**config.mk**
```make
export PLATFORM = sky130hd
export DESIGN_NAME = ir_block_fetcher_flat
export DESIGN_NICKNAME = d
export VERILOG_FILES = /design/src/rtl/ir_block_fetcher_if.sv /design/src/rtl/ir_block_fetcher.sv /design/src/flat_wrapper.sv
export SDC_FILE = /design/constraint.sdc
export NUM_CORES = 1
export LEC_CHECK = 0
export ABC_AREA = 1
export CORE_ASPECT_RATIO = 0.5
export CORE_MARGIN = 2
export CORE_UTILIZATION = 45
export CTS_BUF_LIST = sky130_fd_sc_hd__clkbuf_2
export DETAILED_ROUTE_END_ITERATION = 16
export PLACE_DENSITY = 0.74
export SLEW_MARGIN = 10
export SYNTH_ARGS = -nofsm -noshare
export SYNTH_HDL_FRONTEND = slang
export SYNTH_SLANG_ARGS = --single-unit
```
**constraint.sdc**
```tcl
create_clock -name clk -period 2.5 [get_ports clk]
set_input_delay 0.5 -clock clk [delete_from_list [all_inputs] [get_ports clk]]
set_output_delay 0.5 -clock clk [all_outputs]
set_load 0.1 [all_outputs]
```
**src/rtl/ir_block_fetcher_if.sv**
```systemverilog
// Handshake/bus bundle between the IR block fetcher, its controller,
// program memory and the block consumer.
// Ports: i_req/i_req_addr/o_req_ack (controller request), i_flush (abort),
//        o_mem_rd/o_mem_addr/i_mem_valid/i_mem_data (program memory),
//        o_block/o_block_valid/i_block_ready (consumer), o_busy (status).
// master = environment side, slave = fetcher side.
interface ir_block_fetcher_if #(
    parameter int IR_WIDTH    = 8,
    parameter int ADDR_WIDTH  = 8,
    parameter int BLOCK_DEPTH = 8
);
    logic                            i_req;
    logic [ADDR_WIDTH-1:0]           i_req_addr;
    logic                            o_req_ack;
    logic                            i_flush;
    logic                            o_mem_rd;
    logic [ADDR_WIDTH-1:0]           o_mem_addr;
    logic                            i_mem_valid;
    logic [IR_WIDTH-1:0]             i_mem_data;
    logic [BLOCK_DEPTH*IR_WIDTH-1:0] o_block;
    logic                            o_block_valid;
    logic                            i_block_ready;
    logic                            o_busy;

    modport master (
        output i_req, i_req_addr, i_flush, i_mem_valid, i_mem_data,
        output i_block_ready,
        input  o_req_ack, o_mem_rd, o_mem_addr, o_block, o_block_valid,
        input  o_busy
    );

    modport slave (
        input  i_req, i_req_addr, i_flush, i_mem_valid, i_mem_data,
        input  i_block_ready,
        output o_req_ack, o_mem_rd, o_mem_addr, o_block, o_block_valid,
        output o_busy
    );
endinterface

```
**src/rtl/ir_block_fetcher.sv**
```systemverilog
// Fetches one block of BLOCK_DEPTH instruction words from program memory,
// one read at a time, and presents the assembled block to a consumer.
// Ports: clk, rst (sync, active-high), bus (ir_block_fetcher_if.slave).
// All bus outputs are registered; they are computed from the next state.
module ir_block_fetcher #(
    parameter int IR_WIDTH    = 8,
    parameter int ADDR_WIDTH  = 8,
    parameter int BLOCK_DEPTH = 8
) (
    input  logic              clk,
    input  logic              rst,
    ir_block_fetcher_if.slave bus
);
    localparam int CW = $clog2(BLOCK_DEPTH);
    localparam logic [CW-1:0] LAST = CW'(BLOCK_DEPTH - 1);

    typedef enum logic [2:0] {
        S_IDLE,
        S_READ,
        S_WAIT,
        S_DONE,
        S_DRAIN
    } state_t;

    state_t                          r_state;
    state_t                          w_next;
    logic [CW-1:0]                   r_count;
    logic [ADDR_WIDTH-1:0]           r_base;
    logic [BLOCK_DEPTH*IR_WIDTH-1:0] r_block;
    logic                            r_req_ack;
    logic                            r_mem_rd;
    logic [ADDR_WIDTH-1:0]           r_mem_addr;
    logic                            r_block_valid;
    logic                            r_busy;

    logic                            w_accept;
    logic                            w_capture;
    logic [ADDR_WIDTH-1:0]           w_mem_addr_d;
    logic                            w_mem_rd_d;
    logic                            w_block_valid_d;
    logic                            w_busy_d;

    // State register plus registered outputs and datapath.
    always_ff @(posedge clk) begin
        if (rst) begin
            r_state       <= S_IDLE;
            r_count       <= '0;
            r_base        <= '0;
            r_block       <= '0;
            r_req_ack     <= 1'b0;
            r_mem_rd      <= 1'b0;
            r_mem_addr    <= '0;
            r_block_valid <= 1'b0;
            r_busy        <= 1'b0;
        end else begin
            r_state       <= w_next;
            r_req_ack     <= w_accept;
            r_mem_rd      <= w_mem_rd_d;
            r_block_valid <= w_block_valid_d;
            r_busy        <= w_busy_d;
            if (w_mem_rd_d) begin
                r_mem_addr <= w_mem_addr_d;
            end
            if (w_accept) begin
                r_base  <= bus.i_req_addr;
                r_count <= '0;
            end
            if (w_capture) begin
                r_block[int'(r_count)*IR_WIDTH +: IR_WIDTH] <= bus.i_mem_data;
                if (r_count != LAST) begin
                    r_count <= r_count + 1'b1;
                end
            end
        end
    end

    // Next-state logic; flush wins over every other input outside IDLE.
    always_comb begin
        w_next = r_state;
        unique case (r_state)
            S_IDLE: begin
                if (bus.i_req && !bus.i_flush) w_next = S_READ;
            end
            S_READ: begin
                w_next = bus.i_flush ? S_IDLE : S_WAIT;
            end
            S_WAIT: begin
                if (bus.i_flush) begin
                    // A read still in flight must be absorbed before IDLE.
                    w_next = bus.i_mem_valid ? S_IDLE : S_DRAIN;
                end else if (bus.i_mem_valid) begin
                    w_next = (r_count == LAST) ? S_DONE : S_READ;
                end
            end
            S_DONE: begin
                if (bus.i_flush || bus.i_block_ready) w_next = S_IDLE;
            end
            S_DRAIN: begin
                if (bus.i_mem_valid) w_next = S_IDLE;
            end
            default: w_next = S_IDLE;
        endcase
    end

    // Output/next-value logic feeding the output registers.
    always_comb begin
        w_accept  = (r_state == S_IDLE) && bus.i_req && !bus.i_flush;
        w_capture = (r_state == S_WAIT) && bus.i_mem_valid && !bus.i_flush;
        // Address of the next word: the new base on accept, else base+count+1.
        w_mem_addr_d = w_accept ? bus.i_req_addr
                     : r_base + ADDR_WIDTH'(r_count) + ADDR_WIDTH'(1);
        w_mem_rd_d      = (w_next == S_READ);
        w_block_valid_d = (w_next == S_DONE);
        w_busy_d        = (w_next != S_IDLE);
    end

    assign bus.o_req_ack     = r_req_ack;
    assign bus.o_mem_rd      = r_mem_rd;
    assign bus.o_mem_addr    = r_mem_addr;
    assign bus.o_block       = r_block;
    assign bus.o_block_valid = r_block_valid;
    assign bus.o_busy        = r_busy;
endmodule

```
**src/flat_wrapper.sv**
```systemverilog
// flat-port wrapper written by rule: the top's interface ports become plain ports
module ir_block_fetcher_flat 
#(
    parameter int IR_WIDTH    = 8,
    parameter int ADDR_WIDTH  = 8,
    parameter int BLOCK_DEPTH = 8
)
  (clk, rst, bus_i_req, bus_i_req_addr, bus_i_flush, bus_i_mem_valid, bus_i_mem_data, bus_i_block_ready, bus_o_req_ack, bus_o_mem_rd, bus_o_mem_addr, bus_o_block, bus_o_block_valid, bus_o_busy);
  ir_block_fetcher_if #(.IR_WIDTH(IR_WIDTH), .ADDR_WIDTH(ADDR_WIDTH), .BLOCK_DEPTH(BLOCK_DEPTH)) bus_i ();
  input  logic clk;
  input  logic rst;
  input wire logic [$bits(bus_i.i_req)-1:0] bus_i_req;
  input wire logic [$bits(bus_i.i_req_addr)-1:0] bus_i_req_addr;
  input wire logic [$bits(bus_i.i_flush)-1:0] bus_i_flush;
  input wire logic [$bits(bus_i.i_mem_valid)-1:0] bus_i_mem_valid;
  input wire logic [$bits(bus_i.i_mem_data)-1:0] bus_i_mem_data;
  input wire logic [$bits(bus_i.i_block_ready)-1:0] bus_i_block_ready;
  output wire logic [$bits(bus_i.o_req_ack)-1:0] bus_o_req_ack;
  output wire logic [$bits(bus_i.o_mem_rd)-1:0] bus_o_mem_rd;
  output wire logic [$bits(bus_i.o_mem_addr)-1:0] bus_o_mem_addr;
  output wire logic [$bits(bus_i.o_block)-1:0] bus_o_block;
  output wire logic [$bits(bus_i.o_block_valid)-1:0] bus_o_block_valid;
  output wire logic [$bits(bus_i.o_busy)-1:0] bus_o_busy;
  assign bus_i.i_req = bus_i_req;
  assign bus_i.i_req_addr = bus_i_req_addr;
  assign bus_i.i_flush = bus_i_flush;
  assign bus_i.i_mem_valid = bus_i_mem_valid;
  assign bus_i.i_mem_data = bus_i_mem_data;
  assign bus_i.i_block_ready = bus_i_block_ready;
  assign bus_o_req_ack = bus_i.o_req_ack;
  assign bus_o_mem_rd = bus_i.o_mem_rd;
  assign bus_o_mem_addr = bus_i.o_mem_addr;
  assign bus_o_block = bus_i.o_block;
  assign bus_o_block_valid = bus_i.o_block_valid;
  assign bus_o_busy = bus_i.o_busy;
  ir_block_fetcher #(.IR_WIDTH(IR_WIDTH), .ADDR_WIDTH(ADDR_WIDTH), .BLOCK_DEPTH(BLOCK_DEPTH)) u_core (.clk(clk), .rst(rst), .bus(bus_i));
endmodule
```
# == Word-level counts from Yosys, hierarchy flattened ==
# Cells that the tools add are included.
# totals
output_inout_bits,76
register_bits,90
inputBits,22
word_cells,46
# op_classes
eq_ne,8
n_reduce_logical,9
shift,2
n_mux,14
n_addsub,4
# ops
operator,count
$bwmux W64,1
$shift A8 B33 Y64 const A,1
$shiftx A8 B33 Y64,1
$neg A6 Y33,1
$mux W3,9
$pmux W3 S5,1
$eq A3 B2 Y1 const B,3
$add A8 B1 Y8 const B,1
$add A8 B3 Y8,1
$mux W8,1
$eq A3 B1 Y1 const B,2
$eq A3 B3 Y1 const B,2
$logic_and A1 B1 Y1,5
$mux W2,2
$add A3 B1 Y3 const B,1
$logic_not A3 Y1,1
$ne A3 B3 Y1 const B,1
$reduce_bool A3 Y1,1
$logic_not A1 Y1,1
$logic_or A1 B1 Y1,1

# == Logic depth before layout (Yosys ltp) ==
# logic_depth
ltp_word,6
ltp_mapped,12
mapped_depth_nobuf,12

# == Worst setup path before layout ==
# Ideal clock, no wire load.
# synth_timing
path_type,flip-flop to flip-flop
startpoint,reg u_core.r_count[1]
endpoint,"reg u_core.r_block[6], in the netlist u_core.bus.o_block[6]"
n_path_buf,1
path_slack_ns,0.590
required_time_ns,2.430
path_stages_with_launch,10
arrival_time_ns,1.840
setup_time_ns,0.070
cell_sequence,dfxtp_1 inv_1 ha_1 ha_1 inv_1 nand3_1 nor3_4 buf_4 o21ai_1 a21oi_1
# synth_via
elab_chain_len,3
word_cells_on_any_way,4
classes_between,add/sub: 1; shift: 2; mux: 1
# synth_rtl
item,line,text
from (decl),ir_block_fetcher.sv:27,logic [CW-1:0] r_count;
from (signal assigned),ir_block_fetcher.sv:71,r_count <= r_count + 1'b1;
$neg A6 Y33 *,ir_block_fetcher.sv:69,r_block[int'(r_count)*IR_WIDTH +: IR_WIDTH] <= bus.i_mem_data;
$shiftx A8 B33 Y64 or $shift A8 B33 Y64 (tied branches),ir_block_fetcher.sv:69,
$bwmux W64 *,ir_block_fetcher.sv:69,
"to (signal, indexed assignment)",ir_block_fetcher.sv:69,
to (decl),ir_block_fetcher.sv:29,logic [BLOCK_DEPTH*IR_WIDTH-1:0] r_block;
# Mark *: on every way between the ends. The rest lies on a longest branch, timed or not.
# A chain may end at the register's enable or synchronous reset.

# == Final worst setup path ==
# layout_timing
startpoint,reg u_core.r_count[1]
endpoint,"reg u_core.r_block[55], in the netlist u_core.bus.o_block[55]"
# Same word-level chain as after synthesis.

==> out/metrics.csv <==
metric;value;unit
Setup Skew;24.62;ps
compound-gate portion of the synthesized area;9.305;%
Comb power frac;11.9;%
max_cap viols;0;
CTS tree;yes;
total CTS buffers;9;
Reg2Reg Launch Point;u_core.r_count[1];
flop2flop setup slack;280;ps
RSZ-0062 raised after global routing;no;
syn_nets;589;
Simple-Gate Fraction of Synth Area;34.81;%
worst endpoint required time;3000;ps
Final setup viols;0;
worst hold start;u_core.r_base[0];
proportion of synthesized area in mux cells;0;%
GRT Total Usage;20.94;%
post-synthesis adder-cell area fraction;3.321;%
Flop pwr share;59.1;%
Top-Level Pins;98;
worst slew pin tran;611.8;ps
initial core utilization;46.18;%
top cells by area, synth;dfxtp_1, nor2_1, nand2_1;
Distinct cells, synth;33;
number of synthesized register bits;90;
dpl hpwl;7.238;mm
chip width;137.2;um
first-pass GRT wire length;16.08;mm
Arrival @ worst endpoint;2720;ps
Slew Limit Fails;0;
YS warnings;0;
Switching Fraction;28.51;%
DRT Wirelength;10.07;mm
CTS Buffer Depth;2;
clock sinks;90;
worst setup path class;register to register;
sequential element share of the synthesized area;45.11;%
Sw Pwr;0.7095;mW
Hold WC Path Type;register to register;
Pre-antenna DRT Iters;5;
XOR/XNOR share of the synthesized area;0;%
pre-CTS setup slack;147.3;ps
run status;finished, final reports clean;
antenna violations before repair;0;
# diodes;0;
R2R Path End;u_core.bus.o_block[55];
crit path time final;2220;ps
Post-Syn Area;3994;um2
Clock transition at path regs;220;ps
Reg2Reg Depth;9;
Final Util;57.80;%
number of cell rows;24;
Post-CTS Hold Buffers;0;
final hold violation count;0;
clock share of power;29.0;%
largest area contributor in the netlist;dfxtp_1;
Rel. slew slack;59.08;%
layout cells sized above 1;18.75;%
commonest non-fill, non-tap cells in the layout;nor2_1, nand2_1, dfxtp_1;
Routed Antenna Nets;0;
routability cong.;0.8764;
Mapped Avg Cell Area;7.170;um2
die area;9691;um2
P_int;1.779;mW
layout net count;683;
Starting DRT DRC Count;170;
htree depth;3;
Pwr Density;497.9;nW/um2
crit end category;register;
final period utilization;88.80;%
I/O Buffers;97;
final worst setup slack;279.9;ps
DR DRC count;0;
main combinational cell family by area after synthesis;simple AND/OR/NAND/NOR gates;
wire per inst;13.03;um
clock root buffer;clkbuf_2;
Static Leak;2.384;nW
Startpoint Class;register;
Crit Path Max Fanout;13;
TNS Setup;0;ps
FMAX;0.4504;GHz
Hold Path End;u_core.r_base[0];
final non-filler cell total;773;
Worst Hold Depth;2;
Area growth, synth to finish;25.16;%
via/cell ratio;4.805;
Overflow after GRT;0;
die height;70.62;um
Max IR drop VDD;0.2564;mV
largest net degree at the start of global routing;76;
synthesized instance count;557;
core area;8648;um2
worst skew pair latency;560;ps
commonest non-fill, non-tap cell in the layout;nor2_1;
Placed Cells;756;
vias;3714;
Yosys top cell area share;45.11;%
vias in the first global route;3416;
## how the worst max path moves through the flow
stage,start,to,slack [ps],cells after the start
after floorplan,u_core.r_count[1],u_core.bus.o_block[6],590,9
after global placement,bus_i_flush,u_core.bus.o_block[16],190,7
after detailed placement,u_core.r_count[1],u_core.bus.o_block[55],150,8
after CTS,u_core.r_count[1],u_core.bus.o_block[55],70,8
after global routing,u_core.r_count[1],u_core.bus.o_block[50],120,9
final,u_core.r_count[1],u_core.bus.o_block[55],280,9
## layout make-up
type / count / area (um2)
Tap cell: 117 / 146.4
Multi-Input combinational cell: 399 / 1899
Clock inverter: 7 / 68.82
Clock buffer: 9 / 45.04
Sequential cell: 90 / 1802
Fill cell: 863 / 3650
Timing Repair Buffer: 103 / 850.8
Inverter: 48 / 186.4
## power by group through the flow
stage | Clock (mW) | Combinational, mW | Sequential [mW]
after floorplan | 0 | 0.111 | 1.59
after global placement | 0 | 0.291 | 1.50
after detailed placement | 0 | 0.293 | 1.50
after CTS | 0.750 | 0.295 | 1.47
after global routing | 0.793 | 0.320 | 1.48
final | 0.721 | 0.296 | 1.47
## logic make-up after synthesis
kind of cell | count (synthesis)
adders and majority gates | 10
and+or+nand+nor | 316
DFF | 90
buffers and inverters | 68
AOI/OAI and AO/OA | 73
## worst max-delay path, cell delays in order (launching register included)
cell	delay [ps]
dfxtp_1	520
inv_1	160
ha_2	200
ha_1	300
inv_1	130
nand2_2	140
nor3_4	380
buf_4	210
nor2_1	40
nor2_1	90
## state kept, by name, indices dropped and copies added (netlist names)
signal,count
u_core.bus.o_busy,1
u_core.bus.o_block_valid,1
u_core.bus.o_mem_addr,8
u_core.bus.o_mem_rd,1
u_core.r_state,3
u_core.bus.o_req_ack,1
u_core.r_count,3
u_core.bus.o_block,64
u_core.r_base,8
## per-stage QoR
step / instance area (um2) / power, mW / hold slack, ps
final: 4999 / 2.489 / 484.6
after global routing: 4999 / 2.588 / 494.4
after CTS: 4970 / 2.517 / 466.7
after detailed placement: 4856 / 1.792 / 457.8
after global placement: 4856 / 1.789 / 455.3
after floorplan: 3994 / 1.699 / 439.3
## repair_timing
item                       in CTS  in global routing
resized for setup               0                  3
buffers inserted                0                  1
setup endpoints to repair       0                 20
## synth_stat cells
library cell and number:
a21o_1 1, a21oi_1 21, a31oi_1 1, buf_1 1
buf_2 2, buf_4 2, buf_6 4, clkbuf_1 11
clkinv_1 2, dfxtp_1 90, fa_1 1, ha_1 9
inv_1 40, inv_2 5, inv_4 1, nand2_1 114
nand2_2 3, nand3_1 22, nand3_2 2, nand3_4 4
nand3b_1 1, nand4_1 8, nor2_1 148, nor2_2 2
nor2_4 3, nor3_1 2, nor3_4 3, nor4_1 2
o211ai_1 1, o21ai_0 44, o21ai_1 5, or2_1 1
or2_2 1
## metal layers
metal,share of wire [%],GRT usage [%]
met5,0,0
met4,0.75,4.467
met3,5.1,5.448
met2,45,34.05
met1,49,28.36
(Power assumes the default switching activity.)
